==> config.mk <==
export PLATFORM = sky130hd
export DESIGN_NAME = downcounter_param
export DESIGN_NICKNAME = d
export VERILOG_FILES = /design/src/rtl/downcounter_param.sv
export SDC_FILE = /design/constraint.sdc
export NUM_CORES = 1
export LEC_CHECK = 0
export ABC_AREA = 1
export CAP_MARGIN = 40
export CORE_ASPECT_RATIO = 1.2
export CORE_UTILIZATION = 49
export CTS_BUF_LIST = sky130_fd_sc_hd__clkbuf_4 sky130_fd_sc_hd__clkbuf_8
export CTS_CLUSTER_SIZE = 40
export DETAILED_ROUTE_END_ITERATION = 7
export PLACE_DENSITY = 0.78
export SKIP_LAST_GASP = 1
export SLEW_MARGIN = 10
export SYNTH_ARGS = -nofsm -noshare
export SYNTH_HDL_FRONTEND = slang
export SYNTH_SLANG_ARGS = --single-unit
==> constraint.sdc <==
create_clock -name clk -period 1.6 [get_ports clk]
set_input_delay 0.4 -clock clk [delete_from_list [all_inputs] [get_ports clk]]
set_output_delay 0.4 -clock clk [all_outputs]
set_load 0.01 [all_outputs]
==> src/rtl/downcounter_param.sv <==
// Parametrised down counter with load, one-shot / auto-reload modes and a
// registered expiry pulse; used for bit, word and frame timing.
module downcounter_param #(
  parameter int               WIDTH     = 5,
  parameter logic [WIDTH-1:0] RESET_VAL = {WIDTH{1'b1}}
) (
  input  logic             clk,
  input  logic             reset,
  input  logic [WIDTH-1:0] init_value,
  input  logic             ldcnt,
  input  logic             cnt,
  input  logic             clk_En,
  input  logic             auto_reload,
  output logic [WIDTH-1:0] count,
  output logic             co_n,
  output logic             zero,
  output logic             done,
  output logic             busy
);

  typedef enum logic [1:0] {
    IDLE    = 2'd0,
    RUN     = 2'd1,
    EXPIRED = 2'd2
  } state_t;

  localparam logic [WIDTH-1:0] ONE  = {{(WIDTH-1){1'b0}}, 1'b1};
  localparam logic [WIDTH-1:0] ZERO = {WIDTH{1'b0}};

  state_t           state_q, state_d;
  logic [WIDTH-1:0] count_q, count_d;
  logic [WIDTH-1:0] reload_q, reload_d;
  logic             done_q, done_d;
  logic             step_s;

  // Next-state logic: load beats any step taken in the same cycle.
  always_comb begin
    state_d  = state_q;
    count_d  = count_q;
    reload_d = reload_q;
    done_d   = 1'b0;
    step_s   = (state_q == RUN) & cnt & clk_En;
    if (ldcnt) begin
      count_d  = init_value;
      reload_d = init_value;
      if (init_value != ZERO) begin
        state_d = RUN;
      end else begin
        state_d = EXPIRED;
      end
    end else begin
      case (state_q)
        IDLE, EXPIRED: begin
          state_d = state_q;
        end
        RUN: begin
          if (!step_s) begin
            count_d = count_q;
          end else if (count_q > ONE) begin
            count_d = count_q - ONE;
          end else if (count_q == ONE) begin
            done_d = 1'b1;
            if (auto_reload) begin
              count_d = reload_q;
            end else begin
              count_d = ZERO;
              state_d = EXPIRED;
            end
          end else begin
            // A zero count is never decremented.
            count_d = count_q;
          end
        end
        default: begin
          state_d = IDLE;
        end
      endcase
    end
  end

  // State, count, reload value and done pulse registers.
  always_ff @(posedge clk) begin
    if (reset) begin
      state_q  <= IDLE;
      count_q  <= RESET_VAL;
      reload_q <= RESET_VAL;
      done_q   <= 1'b0;
    end else begin
      state_q  <= state_d;
      count_q  <= count_d;
      reload_q <= reload_d;
      done_q   <= done_d;
    end
  end

  assign count = count_q;
  assign done  = done_q;
  assign busy  = (state_q == RUN);
  assign co_n  = (count_q != ONE);
  assign zero  = (count_q == ZERO);

endmodule

**Yosys cells after proc, flatten, opt, wreduce, memory -nomap -nowiden**

Cells that the tools add are included.

- Register bits: 13
- Output and inout bits: 9
- Word-level logic and storage cells: 43
- Input bits: 11

- Order comparisons: 1
- Equal/unequal tests: 9
- Bitwise gates (word level): 4
- Add/sub/neg operators: 1
- Reduce and logical (&&, ||, !) cells: 10
- Muxes and demuxes: 14

Operator list:

| operator | count |
|---|---|
| 5-bit two-way mux | 6 |
| 2-bit two-way mux | 6 |
| 3-bit by 2-bit inequality test with 1-bit output, second input constant | 2 |
| 3-bit inequality test, second input constant | 2 |
| 5-bit by 1-bit == test with 1-bit output, second input constant | 1 |
| 5-bit by 1-bit > comparator with 1-bit output, second input constant | 1 |
| 5-bit logical NOT | 1 |
| 5-bit by 1-bit inequality test with 1-bit output, second input constant | 1 |
| 5-bit AND reduction | 1 |
| 5-bit nonzero test | 1 |
| 5-bit OR reduction | 1 |
| 5-bit by 1-bit subtractor with 5-bit output, second input constant | 1 |
| 2-bit one-hot mux with 2 select lines | 1 |
| 2-bit nonzero test | 2 |
| 3-bit AND reduction | 1 |
| 3-bit nonzero test | 1 |
| 1-bit AND | 2 |
| 2-bit by 1-bit == test with 1-bit output, second input constant | 1 |
| 2-bit == test, second input constant | 1 |
| 2-bit logical NOT | 1 |
| 2-bit inequality test, second input constant | 1 |
| 1-bit NOT | 2 |
| 2-bit OR reduction | 1 |
| 1-bit two-way mux | 1 |

**Logic depth before layout (Yosys ltp)**

Gate-level depths: netlist of run 1.

- Depth after elaboration: 6
- Gate-level depth with buffers: 10
- Mapped depth without buffers: 10

**Least setup slack after synthesis of run 1**

No wires, ideal clock.

- Path type: reg2reg
- From: reg count_q[1], in the netlist count[1]
- To: reg state_q[0]
- Library setup time: 0.119 ns
- Required time: 1.481 ns
- Stages on the path, launching flop included: 9
- Path buffers: 0
- Path slack: 0.236 ns
- Period minus slack after synthesis: 1.364 ns
- Data arrival time: 1.245 ns
- Path through: dfxtp_1 > inv_1 > ha_1 > nand3_4 > inv_2 > nand2_2 > or2_4 > nand2_1 > a21oi_1

- Cells in the longest elaborated chain, start to end: 3
- Elaborated cells on any way between the ends: 5
- Those cells by class: 1 x order compare; 3 x eq/ne; 1 x reduce/logical

Ends and longest elaborated chain:

| what | RTL line | text |
|---|---|---|
| from (decl) | 31 | `logic [WIDTH-1:0] count_q, count_d;` |
| from (signal assigned) | 90 | `count_q <= count_d;` |
| 5-bit by 1-bit > comparator with 1-bit output / 5-bit by 1-bit == test with 1-bit output (equally long branches) | 59, 61 |  |
| 3-bit inequality test (no line) / 3-bit by 2-bit inequality test with 1-bit output (equally long branches) | n/a |  |
| 5-bit AND reduction (no line) * | n/a |  |
| to (signal assigned) | 89 | `state_q <= state_d;` |
| to (decl) | 30 | `state_t state_q, state_d;` |

Mark *: on every way between the ends. The rest lies on a longest branch, timed or not.
A chain may end at the register's enable or synchronous reset.

**Worst setup path in the final report of run 1**

- From: reg count_q[1], in the netlist count[1]
- To: out co_n

- Cells in the longest elaborated chain, start to end: 1

Ends and longest elaborated chain:

| what | RTL line | text |
|---|---|---|
| 5-bit by 1-bit inequality test with 1-bit output | 99 | `assign co_n = (count_q != ONE);` |
| to (decl) | 15 | `output logic co_n,` |

No other way between the ends.

==> results of run 1 <==
-- repair_timing --
item | in CTS | in global routing
buffers inserted | 0 | 0
gates cloned | 0 | 0
resized for setup | 12 | 5
endpoints found under the setup margin | 8 | 2
hold buffers | 0 | 0
pin swaps | 0 | 0
-- where the power goes --
part / total [W] / switching (W) / leakage [nW] / internal [W]
clock: 0.000215 / 0.000102 / 0.0184 / 0.000113
combinational: 0.000199 / 0.0000981 / 0.432 / 0.000100
sequential: 0.000365 / 0.0000180 / 0.107 / 0.000347
total: 0.000779 / 0.000218 / 0.558 / 0.000560
-- through the flow --
step / power, W / TNS, ps
after floorplan: 0.0004625 / 0
after CTS: 0.0007703 / -78.63
final: 0.0007786 / 0
after global placement: 0.0005629 / -71.95
after global routing: 0.0008108 / -34.55
after detailed placement: 0.0005687 / -252.3
-- sequential cells by signal, summed over array words and instances, names as in the netlist --
register  count
count         5
reload_q      5
state_q       2
done          1
-- worst min-delay path: stages (launching register included) --
cell and delay, ps:
dfxtp_1 320, nand2_1 60, nand2_1 40
-- cell families (layout without fill, tap and decap cells) --
| group | count (synthesis) | after routing | synth area share [%] |
|---|---|---|---|
| DFF | 13 | 13 | 33.66 |
| xor gates and xnor gates | 1 | 1 | 1.133 |
| adders and majority gates | 3 | 3 | 4.855 |
| AOI/OAI and AO/OA | 12 | 12 | 9.224 |
| buffers and inverters | 14 | 52 | 7.119 |
| and+or+nand+nor | 68 | 68 | 44.01 |
-- area by class of cell --
class,count,share of cell area [%]
multi-input cells,84,41.27
well taps,17,1.866
inverters,12,3.952
clock buffers,4,2.634
flip-flops and latches,13,23.49
repair buffers,36,26.78
-- metal layers --
metal | up-vias | track usage [%]
met5 | - | 0
met4 | 0 | 7.857
met3 | 2 | 1.471
met2 | 30 | 39.66
met1 | 369 | 28.27
li1 | 432 | -
-- how the worst max path moves through the flow --
stage          startpoint         end  slack (ps)
3_3_place_gp       clk_En  state_q[0]         -30
5_1_grt          count[1]        co_n         -30
6_report         count[1]        co_n          10
3_5_place_dp          cnt  state_q[0]         -50
2_1_floorplan    count[1]  state_q[0]         240
4_1_cts          count[1]        co_n         -80
-- cell usage in the layout, fill, tap and decap left out, types with 2 or more instances in the layout --
master           count
nand2_1             37
buf_4               17
nand3_1             15
clkdlybuf4s50_1     12
inv_1               10
dfxtp_1              9
a21oi_1              6
dlygate4sd2_1        6
o21ai_0              5
nor2_1               4
clkbuf_4             4
nor3_1               3
dfxtp_2              3
inv_2                2
nand3_2              2
nand2_2              2
ha_1                 2
==> results_dict.tcl, run 1 <==
set metrics [dict create \
    syn_area_um2 773.2 \
    tightest_slew_ps 233.3 \
    max-cap-violations 0 \
    slowest_stage "dfxtp_1" \
    cts_max_level 1 \
    m1WireLength_um 815 \
    cts_buffers 3 \
    ys_top_cells_by_count "37 x nand2_1, 15 x nand3_1, 13 x dfxtp_1" \
    final_util_pct 77.86 \
    port_buffers 19 \
    clkTransAtPathRegs_ps 80 \
    slew_viol_final 0 \
    leakage_nw 0.5579 \
    rsz0062_at_grt "yes" \
    p_per_area_nw_per_um2 683.1 \
    cts_sinks 13 \
    ios 20 \
    cts_tree "yes" \
    rows 15 \
    dp_slack_ps -48.07 \
    layout_setup_ws_ps 10.93 \
    synth_most_common_cell "nand2_1" \
    vias 833 \
    min_period_over_period_pct 99.32 \
    synth_top_area_share_pct 33.66 \
    max_freq_mhz 629.3 \
    synth_area_leaders "dfxtp_1 34%, nand2_1 18%, nand3_1 9.7%, inv_1 5.3%, ha_1 4.9%" \
    antenna_cells 0 \
    crit_family "flip-flops" \
    final_cell_area_um2 1140 \
    synth_cell_types 20 \
    path_cells "inv_2 -> ha_4 -> nand3_4 -> dlygate4sd2_1" \
    syn2layout_area_growth_pct 47.41 \
    multi_input_area_um2 470.5 \
    topRoutingLayerUsed "met4" \
    hold-worst-slack_ps 456.1 \
    finalNetCount 164 \
    dp_cells 162 \
    ys.warnings.count 0 \
    fillers 117 \
    grt_overflow_total 0 \
    worstPathMaxFanout 3 \
    r2r_setup_slack_ps 240 \
    hold_viol_final 0 \
    place.gp.congestion 0.9447 \
    yosysSeqAreaShare_pct 33.66 \
    dr_wl_met3_um 62 \
    r2r_cells 7 \
    routed_wl_mm 1.832 \
    slew-limit-headroom_pct 84.28 \
    r2r-end "count[2]" \
    synth_edf_count 0 \
    hpwl_mm 1.431 \
    setup_viol 0 \
    drc 0 \
    start_util_pct 52.82 \
    syn_avg_cell_area_um2 6.966 \
    yosys.area.top_type "dfxtp_1" \
    core-area_um2 1464 \
    grt_usage_pct 22.49 \
    cp-start-kind "flop" \
    hold_end "reload_q[0]" \
    holdPathStages 2 \
    async_reset_ff_share_pct 0 \
    die_y_um 45.52 \
    ant_nets 0 \
    grt_first_pass_wirelength_mm 2.822 \
    layoutNonFillerInstCount 166 \
    cp.depth 4 \
    finClkSkew_ps 2.066 \
    route.met2.wl_um 944 \
    grt_pass1_vias 723 \
    synth_ff_type "dfxtp_1" \
    place_area_um2 1102 \
    critPathRequiredTime_ps 1200 \
    slowest_delay_ps 350 \
    clkLatencyLatePin_ps 260 \
    die-area_um2 1742 \
    drtIter0Drc 16 \
    cp-end-kind "output pin" \
    hp-start "reload_q[0]" \
    crit_type "flop to output pin" \
    netlist_instances 111 \
    die_w_um 38.27 \
    synth_nets 125 \
    ir_drop_mv 0.5376 \
    cts_root_buffer "clkbuf_4" \
    antenna_found_initial 0 \
    dr.pass1.iters 6 \
    crit_buf_inv 2 \
    cts_buffer_depth 2 \
    grt_start_max_net_pins 10 \
    wire_per_inst_um 11.04 \
    ys_ff_latch 13 \
    final.min_clock_period_ps 1589 \
    seq_area_um2 267.8 \
    status "finished clean" \
    drive_above_1_share_pct 26.17 \
    crit_arrival_ps 1190 \
    vias_per_cell 5.018 \
    hold_path.class "flop to flop" \
    r2r-start "count[0]" \
]
No activity file was read; power rests on OpenSTA's default activity.
==> run 2, diff against run 1 <==
- CORE_UTILIZATION: 49 -> 43
- PLACE_DENSITY: 0.78 -> 0.7
==> results_dict.tcl, run 2 (same netlist as run 1, synthesis figures left out) <==
set metrics [dict create \
    grt_overflow_total 0 \
    wire_per_inst_um 10.83 \
    cts_root_buffer "clkbuf_4" \
    slew_viol_final 0 \
    antenna_found_initial 0 \
    max_freq_mhz 654.7 \
    die-area_um2 1972 \
    drtIter0Drc 18 \
    slowest_stage "dfxtp_1" \
    finalNetCount 163 \
    ios 20 \
    slowest_delay_ps 350 \
    min_period_over_period_pct 95.47 \
    r2r-start "count[1]" \
    vias_per_cell 4.898 \
    cp-end-kind "output pin" \
    final_common_cell "nand2_1" \
    place.gp.congestion 0.8194 \
    clkLatencyLatePin_ps 280 \
    hpwl_mm 1.451 \
    cts_max_level 1 \
    r2r_setup_slack_ps 220 \
    antenna_cells 0 \
    grt_pass1_vias 748 \
    grt_usage_pct 22.35 \
    path_cells "inv_2 -> ha_1 -> nand3_4 -> clkbuf_2" \
    hold_path.class "flop to flop" \
    core-area_um2 1662 \
    port_buffers 19 \
    post_cts_buffers 0 \
    power_w 0.0007795 \
    crit_arrival_ps 1130 \
    crit_type "flop to output pin" \
    critPathRequiredTime_ps 1200 \
    cts_buffer_depth 2 \
    routed_wl_mm 1.797 \
    fillers 156 \
    rows 16 \
    worstPathMaxFanout 3 \
    cts_tree "yes" \
    finClkSkew_ps 1.945 \
    drive_above_1_share_pct 25.00 \
    setup_viol 0 \
    clkTransAtPathRegs_ps 80 \
    cts_buffers 3 \
    syn2layout_area_growth_pct 44.34 \
    vias 813 \
    die_y_um 48.45 \
    holdPathStages 2 \
    slew-limit-headroom_pct 81.34 \
    p_per_area_nw_per_um2 698.4 \
    grt_first_pass_wirelength_mm 3.042 \
    layoutNonFillerInstCount 166 \
    dp_cells 162 \
    ant_nets 0 \
    final_cell_mix "37 x nand2_1, 16 x buf_4, 15 x nand3_1" \
    leakage_nw 0.5598 \
    tightest_slew_ps 278.9 \
    max-cap-violations 0 \
    hp-start "reload_q[1]" \
    hold_viol_final 0 \
    die_w_um 40.71 \
    r2r-end "count[3]" \
    rsz0062_at_grt "yes" \
    ir_drop_mv 0.4628 \
    multi_input_area_um2 457.9 \
    crit_family "flip-flops" \
    cts_sinks 13 \
    drc 0 \
    dr.pass1.iters 4 \
    seq_area_um2 264.0 \
    start_util_pct 46.54 \
    hold_end "reload_q[1]" \
    status "finished clean" \
    crit_buf_inv 2 \
    final.min_clock_period_ps 1527 \
    grt_start_max_net_pins 11 \
    r2r_cells 11 \
    cp-start-kind "flop" \
]
==> run 2: cell types whose count changed in the layout (fill, tap and decap cells not counted) <==
cell	before	now
dlygate4sd2_1	6	5
dlymetal6s2s_1	0	1
clkdlybuf4s50_1	12	11
dfxtp_4	1	0
dfxtp_1	9	10
ha_4	1	0
buf_2	0	1
buf_4	17	16
ha_1	2	3
==> run 2: power by group <==
| group | internal (W) | leakage [nW] | switching, W |
|---|---|---|---|
| sequential | 0.000347 | 0.107 | 0.0000159 |
| clock | 0.000114 | 0.0184 | 0.000112 |
| combinational | 0.0000968 | 0.434 | 0.0000935 |
| total | 0.000558 | 0.560 | 0.000222 |
==> run 2: worst max-delay path by stage <==
stage                  to  startpoint  cells after the start
2_1_floorplan  state_q[0]    count[1]                      8
3_3_place_gp     count[0]      clk_En                      7
3_5_place_dp     count[4]         cnt                      7
4_1_cts              co_n    count[1]                      4
5_1_grt              co_n    count[1]                      4
6_report             co_n    count[1]                      4
==> run 2: layout make-up <==
cell class                 count  share of cell area (%)
tap                           18                   2.018
multi-input combinational     84                   41.03
inverter                      12                   4.036
clock buffer                   4                   2.691
timing repair buffer          35                   26.57
sequential                    13                   23.65
==> run 2: what timing repair did <==
action | CTS | global route
hold buffers | 0 | 0
pin swaps | 0 | 0
resized for setup | 13 | 4
setup endpoints to repair | 8 | 3
cloned | 0 | 0
==> run 2: routing by layer <==
layer  up-vias  global-route usage (%)  wire [µm]
met4         0                   11.67         46
met1       353                   27.89        788
met5         -                       0          0
li1        428                       -          -
met3         5                   4.128         84
met2        27                   34.66        877
==> run 2: worst min-delay path, stage by stage, from the launching register on <==
cell and delay [ps]:
dfxtp_1 320, nand2_1 60, nand2_1 40
==> run 2: stage by stage <==
| stage | cell area (µm²) | TNS, ps | setup WS [ps] | utilization [%] | hold WS, ps |
|---|---|---|---|---|---|
| after floorplan | 773.2 | 0 | 236.1 | - | 426.7 |
| after global placement | 1096 | -200.8 | -39.56 | 65.96 | 437.7 |
| after detailed placement | 1096 | -398.7 | -71.74 | 65.96 | 444.5 |
| after CTS | 1117 | -93.58 | -93.58 | 67.24 | 456.5 |
| after global routing | 1116 | -4.650 | -4.650 | 67.17 | 472.8 |
| final | 1116 | 0 | 72.51 | 67.17 | 458.9 |
